==> config.mk <==
export PLATFORM = sky130hd
export DESIGN_NAME = control_sequencer
export DESIGN_NICKNAME = d
export VERILOG_FILES = /design/src/rtl/cpu_ctrl_pkg.sv /design/src/rtl/macro_rom.sv /design/src/rtl/control_sequencer.sv
export SDC_FILE = /design/constraint.sdc
export NUM_CORES = 1
export LEC_CHECK = 0
export CORE_ASPECT_RATIO = 0.9
export CORE_MARGIN = 1.5
export CORE_UTILIZATION = 42
export CTS_CLUSTER_SIZE = 40
export DETAILED_ROUTE_END_ITERATION = 8
export PLACE_DENSITY = 0.74
export SYNTH_ARGS = -nofsm -noshare
export SYNTH_HDL_FRONTEND = slang
export SYNTH_HIERARCHICAL = 1
export SYNTH_SLANG_ARGS = --single-unit
==> constraint.sdc <==
create_clock -name clk -period 2.4 [get_ports clk]
set_input_delay 0.24 -clock clk [delete_from_list [all_inputs] [get_ports clk]]
set_output_delay 0.24 -clock clk [all_outputs]
set_load 0.005 [all_outputs]
==> src/rtl/cpu_ctrl_pkg.sv <==
// cpu_ctrl_pkg: shared opcode/command encodings, FSM state type and decode helpers for control_sequencer.
// Build option CONTROL_SEQUENCER_ROT3_EN adds the 3-step ROT3 macro at opcode 111110.
package cpu_ctrl_pkg;

    localparam logic [5:0] OP_NOP  = 6'b000000;
    localparam logic [5:0] OP_ADD  = 6'b000001;
    localparam logic [5:0] OP_SUB  = 6'b000011;
    localparam logic [5:0] OP_AND  = 6'b000101;
    localparam logic [5:0] OP_OR   = 6'b000110;
    localparam logic [5:0] OP_NOR  = 6'b000111;
    localparam logic [5:0] OP_XOR  = 6'b001000;
    localparam logic [5:0] OP_SLA  = 6'b001001;
    localparam logic [5:0] OP_SLL  = 6'b001010;
    localparam logic [5:0] OP_SRA  = 6'b001011;
    localparam logic [5:0] OP_SRL  = 6'b001100;
    localparam logic [5:0] OP_ADDI = 6'b100000;
    localparam logic [5:0] OP_SUBI = 6'b100001;
    localparam logic [5:0] OP_LD   = 6'b100100;
    localparam logic [5:0] OP_ST   = 6'b100101;
    localparam logic [5:0] OP_BEZ  = 6'b101000;
    localparam logic [5:0] OP_BNE  = 6'b101001;
    localparam logic [5:0] OP_JMP  = 6'b101010;
    localparam logic [5:0] OP_ROT3 = 6'b111110;
    localparam logic [5:0] OP_SWP  = 6'b111111;

    localparam logic [3:0] CMD_ADD = 4'b0000;
    localparam logic [3:0] CMD_SUB = 4'b0010;
    localparam logic [3:0] CMD_AND = 4'b0100;
    localparam logic [3:0] CMD_OR  = 4'b0101;
    localparam logic [3:0] CMD_NOR = 4'b0110;
    localparam logic [3:0] CMD_XOR = 4'b0111;
    localparam logic [3:0] CMD_SLL = 4'b1000;
    localparam logic [3:0] CMD_SRA = 4'b1001;
    localparam logic [3:0] CMD_SRL = 4'b1010;
    localparam logic [3:0] CMD_MAC = 4'b1100;

    localparam logic [1:0] BR_NONE = 2'b00;
    localparam logic [1:0] BR_BEZ  = 2'b01;
    localparam logic [1:0] BR_BNE  = 2'b10;
    localparam logic [1:0] BR_JMP  = 2'b11;

    localparam logic [1:0] SWP_NONE = 2'b00;
    localparam logic [1:0] SWP_A    = 2'b01;
    localparam logic [1:0] SWP_B    = 2'b10;
    localparam logic [1:0] SWP_C    = 2'b11;

`ifdef CONTROL_SEQUENCER_ROT3_EN
    localparam int MIN_STEPS = 3;
`else
    localparam int MIN_STEPS = 2;
`endif

    typedef enum logic {IDLE, SEQ} state_t;

    typedef struct packed {
        logic [3:0] cmd;
        logic       mem_r;
        logic       mem_w;
        logic       wb;
        logic       imm;
        logic       single;
        logic [1:0] br;
        logic       illegal;
    } ctrl_t;

    // Zero means "not a macro opcode".
    function automatic logic [2:0] macro_steps(input logic [5:0] op);
`ifdef CONTROL_SEQUENCER_ROT3_EN
        return op == OP_SWP ? 3'd2 : op == OP_ROT3 ? 3'd3 : 3'd0;
`else
        return op == OP_SWP ? 3'd2 : 3'd0;
`endif
    endfunction

    // Single-cycle decode; macro opcodes decode to all-zero but legal.
    function automatic ctrl_t decode(input logic [5:0] op);
        ctrl_t c;
        c = '0;
        case (op)
            OP_NOP: ;
            OP_ADD: begin c.cmd = CMD_ADD; c.wb = 1'b1; end
            OP_SUB: begin c.cmd = CMD_SUB; c.wb = 1'b1; end
            OP_AND: begin c.cmd = CMD_AND; c.wb = 1'b1; end
            OP_OR:  begin c.cmd = CMD_OR;  c.wb = 1'b1; end
            OP_NOR: begin c.cmd = CMD_NOR; c.wb = 1'b1; end
            OP_XOR: begin c.cmd = CMD_XOR; c.wb = 1'b1; end
            OP_SLA, OP_SLL: begin c.cmd = CMD_SLL; c.wb = 1'b1; end
            OP_SRA: begin c.cmd = CMD_SRA; c.wb = 1'b1; end
            OP_SRL: begin c.cmd = CMD_SRL; c.wb = 1'b1; end
            OP_ADDI: begin c.cmd = CMD_ADD; c.imm = 1'b1; c.wb = 1'b1; c.single = 1'b1; end
            OP_SUBI: begin c.cmd = CMD_SUB; c.imm = 1'b1; c.wb = 1'b1; c.single = 1'b1; end
            OP_LD:  begin c.imm = 1'b1; c.mem_r = 1'b1; c.wb = 1'b1; c.single = 1'b1; end
            OP_ST:  begin c.imm = 1'b1; c.mem_w = 1'b1; end
            OP_BEZ: begin c.imm = 1'b1; c.single = 1'b1; c.br = BR_BEZ; end
            OP_BNE: begin c.imm = 1'b1; c.br = BR_BNE; end
            OP_JMP: begin c.imm = 1'b1; c.single = 1'b1; c.br = BR_JMP; end
            OP_SWP: ;
`ifdef CONTROL_SEQUENCER_ROT3_EN
            OP_ROT3: ;
`endif
            default: c.illegal = 1'b1;
        endcase
        return c;
    endfunction

endpackage

==> src/rtl/macro_rom.sv <==
// macro_rom: maps (macro opcode, micro-step) to {exec_cmd, swp_sel, wb_en, last}.
// Ports: opcode/step in; exec_cmd, swp_sel, wb_en, last out (all zero for non-macro opcodes).
module macro_rom
    import cpu_ctrl_pkg::*;
#(
    parameter int SW = 2
) (
    input  logic [5:0]    opcode,
    input  logic [SW-1:0] step,
    output logic [3:0]    exec_cmd,
    output logic [1:0]    swp_sel,
    output logic          wb_en,
    output logic          last
);

    logic [2:0] n;

    // Every macro step k uses cmd 1100+k and selector k+1.
    always_comb begin
        n        = macro_steps(opcode);
        exec_cmd = n != 3'd0 ? CMD_MAC + 4'(step) : CMD_ADD;
        swp_sel  = n != 3'd0 ? 2'(step) + 2'd1 : SWP_NONE;
        wb_en    = n != 3'd0;
        last     = n != 3'd0 && 32'(step) + 32'd1 == 32'(n);
    end

endmodule

==> src/rtl/control_sequencer.sv <==
// control_sequencer: decode-stage control unit with stall-aware macro-op sequencer.
// Inputs: clk, rst_n (sync, active-low), opcode, stall_in.
// Outputs: exec_cmd, mem_r_en, mem_w_en, wb_en, is_imm, single_src, branch_type,
//          swp_sel, freeze, step, seq_done, illegal_op.
// Build option CONTROL_SEQUENCER_ROT3_EN enables the ROT3 macro (needs MAX_STEPS >= 3).
module control_sequencer
    import cpu_ctrl_pkg::*;
#(
    parameter int OPCODE_W  = 6,
    parameter int CMD_W     = 4,
    parameter int MAX_STEPS = 4
) (
    input  logic                         clk,
    input  logic                         rst_n,
    input  logic [OPCODE_W-1:0]          opcode,
    input  logic                         stall_in,
    output logic [CMD_W-1:0]             exec_cmd,
    output logic                         mem_r_en,
    output logic                         mem_w_en,
    output logic                         wb_en,
    output logic                         is_imm,
    output logic                         single_src,
    output logic [1:0]                   branch_type,
    output logic [1:0]                   swp_sel,
    output logic                         freeze,
    output logic [$clog2(MAX_STEPS)-1:0] step,
    output logic                         seq_done,
    output logic                         illegal_op
);

    localparam int SW = $clog2(MAX_STEPS);

    if (MAX_STEPS < MIN_STEPS) begin : g_steps_chk
        $error("MAX_STEPS too small for the enabled macro set");
    end

    state_t              state_q, state_d;
    logic [SW-1:0]       step_q, step_d;
    logic [OPCODE_W-1:0] op_q, op_d;
    logic [OPCODE_W-1:0] rom_op;
    logic [SW-1:0]       rom_step;
    logic [3:0]          rom_cmd;
    logic [1:0]          rom_sel;
    logic                rom_wb, rom_last, active, adv;
    ctrl_t               dec;

    macro_rom #(.SW(SW)) u_rom (
        .opcode   (rom_op),
        .step     (rom_step),
        .exec_cmd (rom_cmd),
        .swp_sel  (rom_sel),
        .wb_en    (rom_wb),
        .last     (rom_last)
    );

    // In SEQ the latched macro opcode drives the ROM; the live opcode is ignored.
    always_comb begin
        rom_op      = state_q == SEQ ? op_q : opcode;
        rom_step    = state_q == SEQ ? step_q : '0;
        active      = state_q == SEQ || macro_steps(opcode) != 3'd0;
        adv         = active && !stall_in;
        dec         = decode(opcode);
        exec_cmd    = !rst_n ? '0 : active ? rom_cmd : dec.cmd;
        swp_sel     = rst_n && active ? rom_sel : SWP_NONE;
        wb_en       = rst_n && !stall_in && (active ? rom_wb : dec.wb);
        mem_w_en    = rst_n && !stall_in && !active && dec.mem_w;
        mem_r_en    = rst_n && !active && dec.mem_r;
        is_imm      = rst_n && !active && dec.imm;
        single_src  = rst_n && !active && dec.single;
        branch_type = rst_n && !active ? dec.br : BR_NONE;
        illegal_op  = rst_n && !active && dec.illegal;
        freeze      = rst_n && active && (stall_in || !rom_last);
        seq_done    = rst_n && adv && rom_last;
        step        = rst_n ? step_q : '0;
        state_d     = adv ? (rom_last ? IDLE : SEQ) : state_q;
        step_d      = adv ? (rom_last ? '0 : step_q + SW'(1)) : step_q;
        op_d        = adv ? rom_op : op_q;
    end

    always_ff @(posedge clk) begin
        if (!rst_n) begin
            state_q <= IDLE;
            step_q  <= '0;
            op_q    <= '0;
        end else begin
            state_q <= state_d;
            step_q  <= step_d;
            op_q    <= op_d;
        end
    end

endmodule

# Word level (Yosys, flattened, before mapping)
# Cells that the tools add are included.
# W data, S select, Z words.
[totals]
inputBits = 9
ff_bits = 9
word_cells = 78
[classes]
eq_ne = 20
muxes = 22
n_addsub = 4
n_reduce_logical = 29
[ops]
columns = ["operator", "count"]
rows = [
  ["$eq A6 B6 Y1 const B", 9],
  ["$eq A32 B3 Y1", 1],
  ["$pmux W4 S8", 1],
  ["$eq A6 B4 Y1 const B", 5],
  ["$reduce_or A19 Y1", 1],
  ["$eq A6 B3 Y1 const B", 3],
  ["$mux W2", 8],
  ["$logic_and A1 B1 Y1", 15],
  ["$reduce_or A13 Y1", 1],
  ["$mux W4", 3],
  ["$mux W1", 8],
  ["$reduce_or A7 Y1", 1],
  ["$eq A6 B1 Y1 const B", 1],
  ["$eq A6 B2 Y1 const B", 1],
  ["$logic_not A6 Y1", 1],
  ["$mux W6", 1],
  ["$pmux W2 S3", 1],
  ["$reduce_bool A3 Y1", 2],
  ["$reduce_or A5 Y1", 1],
  ["$add A2 B1 Y2 const B", 2],
  ["$add A3 B3 Y4 const A", 1],
  ["$reduce_or A2 Y1", 2],
  ["$add A2 B1 Y3 const B", 1],
  ["$logic_not A1 Y1", 3],
  ["$logic_or A1 B1 Y1", 2],
]

# Depth between registers and ports, before layout
[logic_depth]
ltp_word = 8
depth_mapped = 11
depth_no_buf = 10

# Cells and area by module
# The synthesis kept the hierarchy.
[by_module_without_submodules]
columns = ["module", "cells_per_inst", "seq_area_each_um2", "area_per_inst_um2", "instances"]
rows = [
  ["control_sequencer", 111, 180.2, 824.5, 1],
  ["macro_rom", 14, 0.0, 101.3, 1],
]

# Worst setup path after synthesis
# Ideal clock, no wire load.
[synth_timing]
path_kind = "reg2out"
startpoint = "register state_q"
endpoint = "output port seq_done"
required_time_ns = 2.160
setup_slack_ns = -0.116
path_stages_with_launch = 10
t_arrival_ns = 2.276
path_cell_list = "dfxtp_1 -> clkbuf_1 -> mux2_2 -> nand2_1 -> nor2_1 -> ha_1 -> nor2_1 -> nor4b_2 -> nand2b_1 -> nor3b_1"
[synth_between]
elab_chain_cells = 6
word_cells_on_any_way = 12
[synth_rtl]
columns = ["item", "line_no", "source"]
rows = [
  ["start, declared", "control_sequencer.sv:37", "state_t state_q, state_d;"],
  ["start signal, assigned", "control_sequencer.sv:86", "state_q <= state_d;"],
  ["$mux W6", "control_sequencer.sv:58", "rom_op = state_q == SEQ ? op_q : opcode;"],
  ["net rom_op[1]", "control_sequencer.sv:40", "logic [OPCODE_W-1:0] rom_op;"],
  ["$eq A6 B6 Y1", "cpu_ctrl_pkg.sv:71", "return op == OP_SWP ? 3'd2 : 3'd0;"],
  ["$mux W2", "cpu_ctrl_pkg.sv:71", ""],
  ["$reduce_bool A3 Y1", "-", ""],
  ["net rom_wb", "control_sequencer.sv:44", "logic rom_wb, rom_last, active, adv;"],
  ["$logic_and A1 B1 Y1", "macro_rom.sv:24", "last = n != 3'd0 && 32'(step) + 32'd1 == 32'(n);"],
  ["net rom_last", "control_sequencer.sv:44", ""],
  ["$logic_and A1 B1 Y1", "control_sequencer.sv:73", "seq_done = rst_n && adv && rom_last;"],
  ["end, declared", "control_sequencer.sv:27", "output logic seq_done,"],
]
# The timed path passes the listed nets, and every way through them passes these cells.

# Worst setup path after layout
[layout_timing]
startpoint = "input port opcode[0]"
endpoint = "output port seq_done"
[layout_between]
word_cells_on_any_way = 13
[layout_rtl]
columns = ["item", "line_no", "source"]
rows = [
  ["start, declared", "control_sequencer.sv:15", "input logic [OPCODE_W-1:0] opcode,"],
  ["$mux W6", "control_sequencer.sv:58", ""],
  ["net rom_op[0]", "control_sequencer.sv:40", ""],
  ["$eq A6 B6 Y1", "cpu_ctrl_pkg.sv:71", ""],
  ["$mux W2", "cpu_ctrl_pkg.sv:71", ""],
  ["$reduce_bool A3 Y1", "-", ""],
  ["net rom_wb", "control_sequencer.sv:44", ""],
  ["$logic_and A1 B1 Y1", "macro_rom.sv:24", ""],
  ["net rom_last", "control_sequencer.sv:44", ""],
  ["$logic_and A1 B1 Y1", "control_sequencer.sv:73", ""],
]
# The timed path passes the listed nets, and every way through them passes these cells.

==> flow_summary.ini <==
[sta]
max_freq_mhz = 382
slew_violations = 0
period_needed_ns = 2.62
rsz0062_at_grt = yes
tightest_slew_ns = 0.407
whs_ns = 0.476
period_share = 1.09
setup-tns-final_ns = -0.495
finalSetupViolCount = 4
hold_viol = 0
finalClockSkew_ns = 0.00197
relSlewSlack = 0.728
layout_setup_ws_ns = -0.215

[route]
dr_total_vias = 1233
drc_errors = 0
viasPerCell = 5.73
routed_wl_mm = 3.76
drt_iter0_markers = 41
ant_nets = 0
first_pass_iters = 4
wire_per_inst_microns = 17.5

[critical_path]
worstSetupEndpointType = output port
r2r_start = state_q
cp_slowest_cell = clkdlybuf4s50_1
r2r_setup_slack_ns = 0.08
rr_endpoint = step_q[0]
rr_worst_depth = 10
worstPathArrival_ns = 2.38
cp-startpoint = opcode[0]
crit_type = input port to output port
crit_family = simple AND/OR/NAND/NOR gates
timing.critical_path.required_ns = 2.16
cp_num_buf_inv = 4
crit_end = seq_done
crit_fanout = 2
cp_cell_sequence = clkdlybuf4s50_1, inv_1, o21ai_2, nand2_4, nor2_4, ha_4, nor2_2, nor4b_4, nand2b_1, buf_4, nor3b_2, buf_2
startpoint_type = input port
path_depth = 12
max_stage_delay_ns = 0.49

[grt]
antenna_found_initial = 0
grt_max_degree = 12
grt_pass1_vias = 1069
grt_pass1_wl_mm = 4.86
track_usage = 0.271
gr-total-overflow = 0

[floorplanning]
start_util = 0.465
die_area_sq_um = 2500
pin_count = 27
die_w_microns = 52.5
rows = 15
core_sq_um = 1990
die_y_microns = 47.5

[pwr]
p_leak_nw = 0.763
power_density_nw_per_um2 = 253
peakVddDrop_mv = 0.484

[yosys]
postSynthAreaPerCell_sq_um = 7.41
seq_area_frac_synth = 0.195
synth_edf_count = 0
synth_ff_type = dfxtp_1
synth_area_sq_um = 926
synth_seq_cells = 9
async_reset_ff_frac = 0
syn_inst = 125
synth.distinct_cells = 45
synth_warnings = 6
syn_nets = 136

[clocking]
ctsLongestPathBuffers = 2
cts_buffers = 3
hold_buffers = 0
cts_num_sinks = 9
cts_root_buffer = clkbuf_4
clk_latency_ns = 0.27
clk_pin_slew_ns = 0.06
cts_tree = done
h-tree-depth = 1

[cells_and_area]
antenna_cells = 0
nNetsFinal = 202
post-route-util = 0.839
area_delta_synth_final_pct = 80.3
drive_above_1_share = 0.421

[run]
drv_cap = 0

[run_status]
violations = negative setup slack
status = complete, but fails checks

[worst_hold_path]
min_path_type = flip-flop to flip-flop

[place]
place_congestion = 0.938
port_buffers = 26
dp_hpwl_mm = 2.19
## routing by layer
layer / GRT usage / vias up / routed length (microns) / part of all wire
li1: - / 577 / - / -
met3: 0.0563 / 12 / 271 / 0.072
met4: 0.0564 / 0 / 79 / 0.021
met2: 0.475 / 57 / 1860 / 0.49
met5: 0 / - / 0 / 0
met1: 0.350 / 587 / 1550 / 0.41
## repair_timing
action	4_1_cts	5_1_grt
setup endpoints to repair	10	8
pin swaps	6	6
gates resized for setup	35	15
buffers inserted	10	7
## synth_stat cells (4+ instances only)
cell type | count | area, sq um
nand2_1 | 9 | 33.8
nor2_1 | 14 | 52.6
o21ai_0 | 6 | 30.0
nand2b_1 | 4 | 25.0
clkbuf_1 | 4 | 15.0
o21a_1 | 7 | 52.6
dfxtp_1 | 9 | 180
mux2_2 | 4 | 45.0
nor3_1 | 6 | 30.0
inv_1 | 5 | 18.8
and2_1 | 7 | 43.8
## layout make-up
type	instances	area, sq um
clock buffer	3	22.5
clock inverter	1	5.00
fill	118	320
inverter	5	18.8
multi-input combinational	102	785
sequential	9	184
tap	25	31.3
timing repair buffer	70	623
## metrics by stage
stage | instance area, sq um | setup slack (ns) | instances | power, mW
final | 1670 | -0.215 | 215 | 0.422
after global routing | 1670 | -0.289 | 215 | 0.441
after floorplan | 941 | 0.0134 | 125 | 0.214
after detailed placement | 1380 | -0.564 | 194 | 0.274
after CTS | 1570 | -0.0953 | 208 | 0.410
after global placement | 1380 | -0.439 | 194 | 0.271
## registers in the layout (all words and copies together) (netlist names)
| signal | flops |
|---|---|
| op_q | 6 |
| state_q | 1 |
| step_q | 2 |
## how the worst min path moves through the flow
stage,endpoint,cells past startpoint,slack [ns],start
finish,op_q[0],1,0.48,op_q[0]
global route,op_q[0],1,0.49,op_q[0]
CTS,op_q[3],1,0.48,op_q[3]
detailed placement,op_q[3],1,0.46,op_q[3]
global placement,op_q[1],1,0.45,op_q[1]
floorplan,op_q[1],1,0.44,op_q[1]
## cell families after synthesis
kind of cell,share of synthesized area
AND/OR/NAND/NOR,0.397
AO/OA/AOI/OAI,0.231
buffers and inverters,0.0716
flip-flops,0.195
multiplexers,0.0595
XOR/XNOR,0.0189
adder cells (fa/ha/maj),0.0270
## cells in the final DEF, fill, tap and decap left out, types with 4 or more instances in the layout
cell type / n
o21ai_0: 4
dfxtp_1: 8
nor3_1: 6
dlygate4sd2_1: 5
nand2_1: 8
buf_4: 36
and2_1: 4
o21a_1: 7
buf_6: 9
nand2b_1: 4
clkdlybuf4s50_1: 14
nor2_1: 12
dlymetal6s2s_1: 5
## power by group
group,internal [mW],switching [mW],leakage [nW]
clock,0.0617,0.0598,0.0177
sequential,0.149,0.000974,0.0733
combinational,0.0762,0.0740,0.672
Note: power is estimated with default switching activity, not from simulation.
==> RTL change 1 (config.mk and constraints unchanged) <==
Add a define of `CONTROL_SEQUENCER_ROT3_EN`.
--- a/src/rtl/cpu_ctrl_pkg.sv
+++ b/src/rtl/cpu_ctrl_pkg.sv
@@ -2,2 +2,4 @@
 // Build option CONTROL_SEQUENCER_ROT3_EN adds the 3-step ROT3 macro at opcode 111110.
+`define CONTROL_SEQUENCER_ROT3_EN
+
 package cpu_ctrl_pkg;
Check against the original RTL: not equivalent (Yosys sat finds a counterexample within 4 cycles, from zero or initial values and one cycle with rst_n low).
==> RTL change 1 against the unedited design <==
Critical path depth fell by 5. Worst setup slack improved by 260 ps. Clock skew rose by 1.6 ps. Sequential cell count did not move. Area after synthesis rose by 14%. Design area fell by 1.6%. Total power rose by 1.3%. Critical endpoint is now exec_cmd[3]. Routed wire length fell by 18%. Largest power group is now combinational cells.
==> RTL change 1: results <==
{
  "drive_above_1_share": 0.372,
  "slowest_stage": "clkdlybuf4s50_1",
  "wl_per_cell_um": 14.9,
  "netlist_top_cells_count": "dfxtp_1 (9), a21oi_1 (8), nand2_1 (7), nor2_1 (7), nor3_1 (7)",
  "slowest_delay_ps": 520,
  "htree_num_levels": 1,
  "slew_headroom": 0.792,
  "cts-buffers-inserted": 3,
  "dpl_worst_slack_ps": -538,
  "yosys_warnings": 6,
  "clock_latency_ps": 260,
  "grt_pass1_vias": 1006,
  "ir_drop_mv": 0.349,
  "worstPathArrival_ps": 2110,
  "numPortBuffers": 26,
  "antenna_found_initial": 0,
  "cts_root_buf": "clkbuf_4",
  "synth_area_leaders": "dfxtp_1 (17%), buf_4 (4.3%), mux2_2 (4.3%)",
  "reg.largest.list": "op_q x6, step_q x2, state_q x1",
  "placed_cell_area_um2": 1400,
  "grt_util_all_layers": 0.205,
  "synthArstFlopShare": 0,
  "dp.cells": 194,
  "status": "complete, no violations",
  "ys_seq_area_frac": 0.170,
  "leakage_nw": 0.704,
  "gp_congestion": 0.845,
  "finalNetCount": 192,
  "routed_via_density": 5.57,
  "synthesis.instances": 134,
  "hpwl_um": 2000,
  "dr.pass1.iters": 4,
  "path_max_fanout": 12,
  "clock_path_buffers": 2,
  "p_int_mw": 0.292,
  "grt_pass1_wl_um": 4620,
  "vias": 1159,
  "finClkSkew_ps": 3.57,
  "hold_viol_final": 0,
  "grt_max_degree": 22,
  "n_fill_cell": 204,
  "antenna_cells": 0,
  "synth.distinct_cells": 50,
  "synth_nets": 145,
  "clk_pin_slew_worst_paths_ps": 60,
  "drt_iter0_markers": 26,
  "hold_class": "reg -> reg"
}
==> RTL change 1: worst max-delay path, delay by kind of cell <==
kind	cells	cell delay, ps
AO/OA/AOI/OAI	2	400
AND/OR/NAND/NOR	2	270
buffers and inverters	3	1190
==> RTL change 1: logic make-up after synthesis <==
logic type / after synthesis / share of synthesized area
fa+ha+maj: 2 / 0.0236
compound gates: 33 / 0.228
mux: 5 / 0.0520
flops: 9 / 0.170
xor+xnor: 4 / 0.0331
buf+inv: 20 / 0.116
simple gates: 61 / 0.377
==> RTL change 1: per-layer routing <==
layer	vias to the layer above	routed length [um]	global-route usage
li1	574	-	-
met1	551	1390	0.241
met2	31	1550	0.373
met3	3	145	0.0541
met4	0	9	0.0516
met5	-	0	0
==> RTL change 1: worst paths after layout <==
path                            startpoint           to  slack, ps  depth (start not counted)
worst min register to register     op_q[5]      op_q[5]        470                          1
worst min-delay path               op_q[5]      op_q[5]        470                          1
worst max register to register     state_q    step_q[1]        230                         12
worst max-delay path             opcode[3]  exec_cmd[3]         50                          7
==> RTL change 1: repair_timing <==
item                                    4_1_cts  5_1_grt
pin swaps                                     2        8
gates resized for setup                      26       23
setup buffers                                 4        6
endpoints found under the setup margin        9       11
==> RTL change 1: power by group through the flow <==
stage	Combinational (mW)	Clock (mW)	Sequential (mW)
CTS	0.142	0.126	0.153
finish	0.155	0.119	0.153
floorplan	0.0829	0	0.156
global route	0.166	0.130	0.153
detailed placement	0.134	0	0.157
global placement	0.131	0	0.157
==> RTL change 1: area by class of cell <==
class / count / area, um^2 / area share
repair buffers: 56 / 505 / 0.308
inverters: 6 / 25.0 / 0.0152
multi-input cells: 105 / 867 / 0.528
well taps: 28 / 35.0 / 0.0213
flip-flops and latches: 9 / 184 / 0.112
clock buffers: 4 / 26.3 / 0.0160
==> RTL change 2 (config.mk and constraints unchanged) <==
Made on the original files. Make the reset (`rst_n`) asynchronous in one clocked block.
--- a/src/rtl/control_sequencer.sv
+++ b/src/rtl/control_sequencer.sv
@@ -79,3 +79,3 @@
 
-    always_ff @(posedge clk) begin
+    always_ff @(posedge clk or negedge rst_n) begin
         if (!rst_n) begin
Formal check against the unedited RTL: same outputs for any inputs over 10 cycles, from zero or initial values and one cycle with rst_n low; that may be too few to reach the edited logic, so the function may still have changed.
==> RTL change 2 against the unedited design <==
The flow still finishes with violations (setup timing). Worst setup slack improved by 38 ps. Critical path depth decreased by 1. Design area increased by 1.0%. Routed wire length decreased by 6.3%. Final cell count decreased by 4.2%. Fmax increased by 1.5%. Clock skew about the same. Sequential cell count unchanged. Area after synthesis increased by 7.7%. Critical path type is now reg -> out.
Power is not compared: it rests on default switching activity, and its combinational part moved more than twofold at a synthesized area within 25%.
==> RTL change 2: results <==
{
  "status": "complete, but fails checks",
  "failed_checks": "setup timing",
  "buffers": 65,
  "buf_share": 0.349,
  "timing.final.ws_setup_ps": -178,
  "synth.distinct_cells": 46,
  "yosys.area.top_type_share": 0.226,
  "multi_input_area_um2": 801,
  "hold_slack_ps": 464,
  "use_met2": 0.400,
  "hold_end": "op_q[3]",
  "grt_util_met3": 0.0153,
  "wl_met1_um": 1500,
  "netlist_top_cells_count": "nor2_1 (13), dfrtp_1 (9), buf_2 (8)",
  "yosys.area_share.adder": 0.0251,
  "finalNetCount": 191,
  "grt_pass1_vias": 1054,
  "reg2reg_to": "state_q",
  "n_clock_buffer": 4,
  "n_fill_cell": 144,
  "synthArstFlopShare": 1.00,
  "grt_util_all_layers": 0.240,
  "worstRegToRegCells": 13,
  "drive_above_1_share": 0.391,
  "wl_per_cell_um": 17.1,
  "reg2reg_slack_ps": 0,
  "slew_headroom": 0.725,
  "synth_nets": 134,
  "finClkSkew_ps": 2.39,
  "routed_via_density": 5.86,
  "final-setup-viol-count": 3,
  "cts-resized-gates": 38,
  "hpwl_um": 2040,
  "hold_path.startpoint": "op_q[3]",
  "synth_compound_area_frac": 0.210
}
==> RTL change 2: critical path: stages (launching register included) <==
cell,delay (ps)
dfrtp_2,440
buf_6,140
mux2_4,210
nand4_4,130
nor2_4,160
ha_4,210
nor2_2,70
nor4b_4,220
nand2b_1,130
buf_4,150
nor2_1,80
buf_2,120
==> RTL change 2: worst max path at each step <==
stage                     startpoint         to  cells past startpoint
after floorplan              state_q  step_q[1]                      9
after global placement     opcode[3]     freeze                     11
after detailed placement   opcode[3]   seq_done                     11
after CTS                    state_q   seq_done                     11
after global routing         state_q   seq_done                     11
final                        state_q   seq_done                     11
==> RTL change 2: metrics by stage <==
| stage | setup TNS, ps | utilization | cell area [um^2] | instances |
|---|---|---|---|---|
| floorplan | 0 | - | 1010 | 123 |
| global placement | -833 | 0.631 | 1390 | 185 |
| detailed placement | -1770 | 0.631 | 1390 | 185 |
| CTS | -301 | 0.710 | 1560 | 197 |
| global route | -842 | 0.766 | 1690 | 206 |
| finish | -403 | 0.766 | 1690 | 206 |
